**src/rtl/prefix_pkg.sv**
```systemverilog
// Shared types for the 16-bit parallel-prefix adder carry network.
// Vector width, level count and the per-stage propagate/generate bundle.
package prefix_pkg;

  localparam int PFX_WIDTH  = 17;
  localparam int PFX_LEVELS = 5;

  typedef logic [PFX_WIDTH-1:0] pg_vec_t;

  typedef struct packed {
    pg_vec_t g;
    pg_vec_t p;
    pg_vec_t p_orig;
  } pfx_stage_t;

endpackage

```
**src/rtl/prefix_network_pipe_16b_cell.sv**
```systemverilog
// prefix_cell: Kogge-Stone black cell combining a high and a low span.
// Ports: g_hi/p_hi, g_lo/p_lo in; combined g/p out.
module prefix_cell (
  input  logic g_hi,
  input  logic p_hi,
  input  logic g_lo,
  input  logic p_lo,
  output logic g,
  output logic p
);

  assign g = g_hi | (p_hi & g_lo);
  assign p = p_hi & p_lo;

endmodule

```
**src/rtl/prefix_network_pipe_16b.sv**
```systemverilog
// Pipelined Kogge-Stone carry network: prop_i/gen_i in, carry_o/prop_o out,
// valid/ready on both sides; REG_MASK picks registered levels.
// Optional PREFIX_STALL_CNT_EN adds stall_cnt_o (saturating stall count).
module prefix_network_pipe_16b
  import prefix_pkg::*;
#(
  parameter logic [PFX_LEVELS-1:0] REG_MASK = 5'b10010
) (
  input  logic                 clk_i,
  input  logic                 rst_i,
  input  logic                 valid_i,
  output logic                 ready_o,
  input  logic [PFX_WIDTH-1:0] prop_i,
  input  logic [PFX_WIDTH-1:0] gen_i,
  output logic                 valid_o,
  input  logic                 ready_i,
  output logic [PFX_WIDTH-1:0] carry_o,
  output logic [PFX_WIDTH-1:0] prop_o
`ifdef PREFIX_STALL_CNT_EN
  ,
  output logic [15:0]          stall_cnt_o
`endif
);

  // d/v flow forward, r flows backward; index n = after level n.
  pfx_stage_t d [0:PFX_LEVELS];
  logic       v [0:PFX_LEVELS];
  logic       r [0:PFX_LEVELS];

  assign d[0].g      = gen_i;
  assign d[0].p      = prop_i;
  assign d[0].p_orig = prop_i;
  assign v[0]        = valid_i;
  assign r[PFX_LEVELS] = ready_i;

  genvar n, i;
  for (n = 1; n <= PFX_LEVELS; n++) begin : g_lvl
    localparam int D = 1 << (n - 1);
    pfx_stage_t c;

    assign c.p_orig = d[n-1].p_orig;

    for (i = 0; i < PFX_WIDTH; i++) begin : g_bit
      if (i >= D) begin : g_cell
        prefix_cell u_cell (
          .g_hi (d[n-1].g[i]),
          .p_hi (d[n-1].p[i]),
          .g_lo (d[n-1].g[i-D]),
          .p_lo (d[n-1].p[i-D]),
          .g    (c.g[i]),
          .p    (c.p[i])
        );
      end else begin : g_pass
        assign c.g[i] = d[n-1].g[i];
        assign c.p[i] = d[n-1].p[i];
      end
    end

    if (REG_MASK[n-1]) begin : g_reg
      pfx_stage_t q;
      logic       vq;
      logic       en;

      // Empty stage or draining stage may load: bubbles collapse.
      assign en = ~vq | r[n];

      always_ff @(posedge clk_i) begin
        if (rst_i) begin
          q  <= '0;
          vq <= 1'b0;
        end else if (en) begin
          q  <= c;
          vq <= v[n-1];
        end
      end

      assign d[n]   = q;
      assign v[n]   = vq;
      assign r[n-1] = en;
    end else begin : g_comb
      assign d[n]   = c;
      assign v[n]   = v[n-1];
      assign r[n-1] = r[n];
    end
  end

  assign valid_o = v[PFX_LEVELS];
  assign ready_o = r[0];
  assign carry_o = d[PFX_LEVELS].g;
  assign prop_o  = d[PFX_LEVELS].p_orig;

`ifdef PREFIX_STALL_CNT_EN
  always_ff @(posedge clk_i) begin
    if (rst_i) begin
      stall_cnt_o <= '0;
    end else if (valid_o && !ready_i && stall_cnt_o != 16'hFFFF) begin
      stall_cnt_o <= stall_cnt_o + 16'd1;
    end
  end
`endif

endmodule
```
**config.mk**
```make
export PLATFORM = sky130hd
export DESIGN_NAME = prefix_network_pipe_16b
export DESIGN_NICKNAME = d
export VERILOG_FILES = /design/src/rtl/prefix_pkg.sv /design/src/rtl/prefix_network_pipe_16b_cell.sv /design/src/rtl/prefix_network_pipe_16b.sv
export SDC_FILE = /design/constraint.sdc
export NUM_CORES = 1
export LEC_CHECK = 0
export CORE_ASPECT_RATIO = 1.1
export CORE_MARGIN = 10
export CORE_UTILIZATION = 43
export CTS_CLUSTER_SIZE = 40
export DETAILED_ROUTE_END_ITERATION = 8
export PLACE_DENSITY_LB_ADDON = 0.2
export SKIP_CTS_REPAIR_TIMING = 1
export SYNTH_ARGS = -nofsm -noshare
export SYNTH_HDL_FRONTEND = slang
export SYNTH_HIERARCHICAL = 1
export SYNTH_SLANG_ARGS = --single-unit
```
**constraint.sdc**
```tcl
create_clock -name clk_i -period 1 [get_ports clk_i]
set_input_delay 0.2 -clock clk_i [delete_from_list [all_inputs] [get_ports clk_i]]
set_output_delay 0.2 -clock clk_i [all_outputs]
set_load 0.02 [all_outputs]
```
==> metrics.csv <==
metric;value;unit
status;complete, but fails checks;
violated checks;setup timing;
share of layout cells above drive strength 1;0.4897;
Final Worst Setup Slack;-0.4991;ns
register area;1713;sq um
Min-Delay Endpoint;carry_o[16];
Post-Syn Instances;489;
DR iter-0 viols;179;
YS warnings;6;
RSZ-0062 raised after global routing;yes;
CTS tree;done;
Final Instance Area;5792;sq um
non-filler cells, final;699;
VDD IR max;0.6868;mV
Port Buffers;73;
routed vias/inst;5.014;
max_cap viols;0;
achievable clock frequency;667.1;MHz
clk root buf;clkbuf_8;
CORE AREA;9398;sq um
R2R Path Start;valid_o;
Cell Pwr Density;1280;nW/um^2
Max FO, Critical Path;6;
grt total ovfl;0;
Critical Path Max Stage Delay;0.36;ns
footprint of the multi-input gates;2126;sq um
most frequent cells in the layout;nand2_1 (116), a21o_1 (54), dfxtp_1 (44), buf_4 (44), a21oi_1 (42);
final hold vios;0;
Setup WS pre-CTS;-0.5785;ns
DRC Markers;0;
Slew @ Worst Pin;0.2149;ns
Clock Sinks;83;
Setup TNS;-20.11;ns
Hold Slack;0.09621;ns
post-route minimum period;1.499;ns
Final period util;1.499;
initial antenna violation count;0;
vias in the first global route;3302;
Static Leakage;2.560;nW
slew margin rel.;0.8563;
post-layout util;0.6163;
Syn Nets;527;
first-pass GRT wire length;16490;um
Die X-Extent;113.5;um
slowest CP cell;dfxtp_4;
htree depth;3;
largest net degree at the start of global routing;49;
placed cell count;655;
setup violators final;119;
total power;7.414;mW
Rows;37;
Synth Cell Area;4135;sq um
Initial Util;0.4400;
Final nets;615;
overall routing resource usage;0.1460;
FF-to-FF End;d[64];
syn avg cell area;8.456;sq um
startpoint types;register;
Hold Startpoint;rst_i;
Vias;3505;
Post-DP Area;5060;sq um
worst path arrival time;1.30;ns
leading cell type in the layout, fill and taps excluded;nand2_1;
Vert. Die Dim;122.9;um
Req. time, crit path;0.80;ns
fillcell total;832;
clk_lat worst skew;0.36;ns
dpl hpwl;7408;um
drt wl/cell;17.09;um
Slew Limit Fails;0;
die area;13940;sq um
type of the worst min-delay path;in2reg;
# IOs;74;
Placer Congestion;0.8262;
CP Cell Sequence;and3b_2, inv_12, buf_6, buf_12;
worst r2r path cells;6;
Num CTS Buffers;9;
setup slack, reg-to-reg;-0.43;ns
kind of critical path;reg2out;
clk slew on worst S/H paths;0.09;ns
Pre-antenna DRT Iters;4;
ANT cells;0;
routed wire length;11950;um
Clock Tree Buf Depth;2;
clk_skew;0.01166;ns
Setup crit end kind;output pin;
Worst Hold Depth;2;
P&R area growth vs syn;40.06;%
Routed Antenna Nets;0;
[final cells by class]
class / count / share of cell area
multi-input cells: 342 / 0.3670
flip-flops and latches: 83 / 0.2957
repair buffers: 140 / 0.2757
well taps: 117 / 0.02528
clock buffers: 11 / 0.02441
clock inverters: 5 / 0.009073
inverters: 1 / 0.002808
[power breakdown]
part | total (mW) | internal, mW | switching [mW]
sequential | 3.62 | 3.50 | 0.118
combinational | 1.35 | 0.720 | 0.628
clock | 2.45 | 1.21 | 1.24
total | 7.41 | 5.43 | 1.98
[state kept, by name, summed over array words and instances (netlist names)]
name            flops
valid_o             1
carry_o            17
prop_o             17
d                  47
g_lvl.g_reg.vq      1
[how the worst max path moves through the flow]
stage	startpoint	to	slack (ns)	depth (start not counted)
2_1_floorplan	valid_o	d[191]	-0.12	6
3_3_place_gp	ready_i	d[177]	-0.56	5
3_5_place_dp	ready_i	d[60]	-0.58	5
4_1_cts	valid_o	ready_o	-0.59	4
5_1_grt	valid_o	ready_o	-0.53	4
6_report	valid_o	ready_o	-0.50	4
[routing by layer]
layer | wire length [um] | GRT usage
met1 | 5391 | 0.1757
met2 | 5764 | 0.2350
met4 | 289 | 0.08254
met3 | 500 | 0.03416
met5 | 0 | 0
[critical path: cells and delay by family, from the launching register on]
kind          cells  cell delay [ns]
buf+inv           3             0.29
simple gates      1             0.29
flops             1             0.36
No activity file was read; power rests on OpenSTA's default activity.
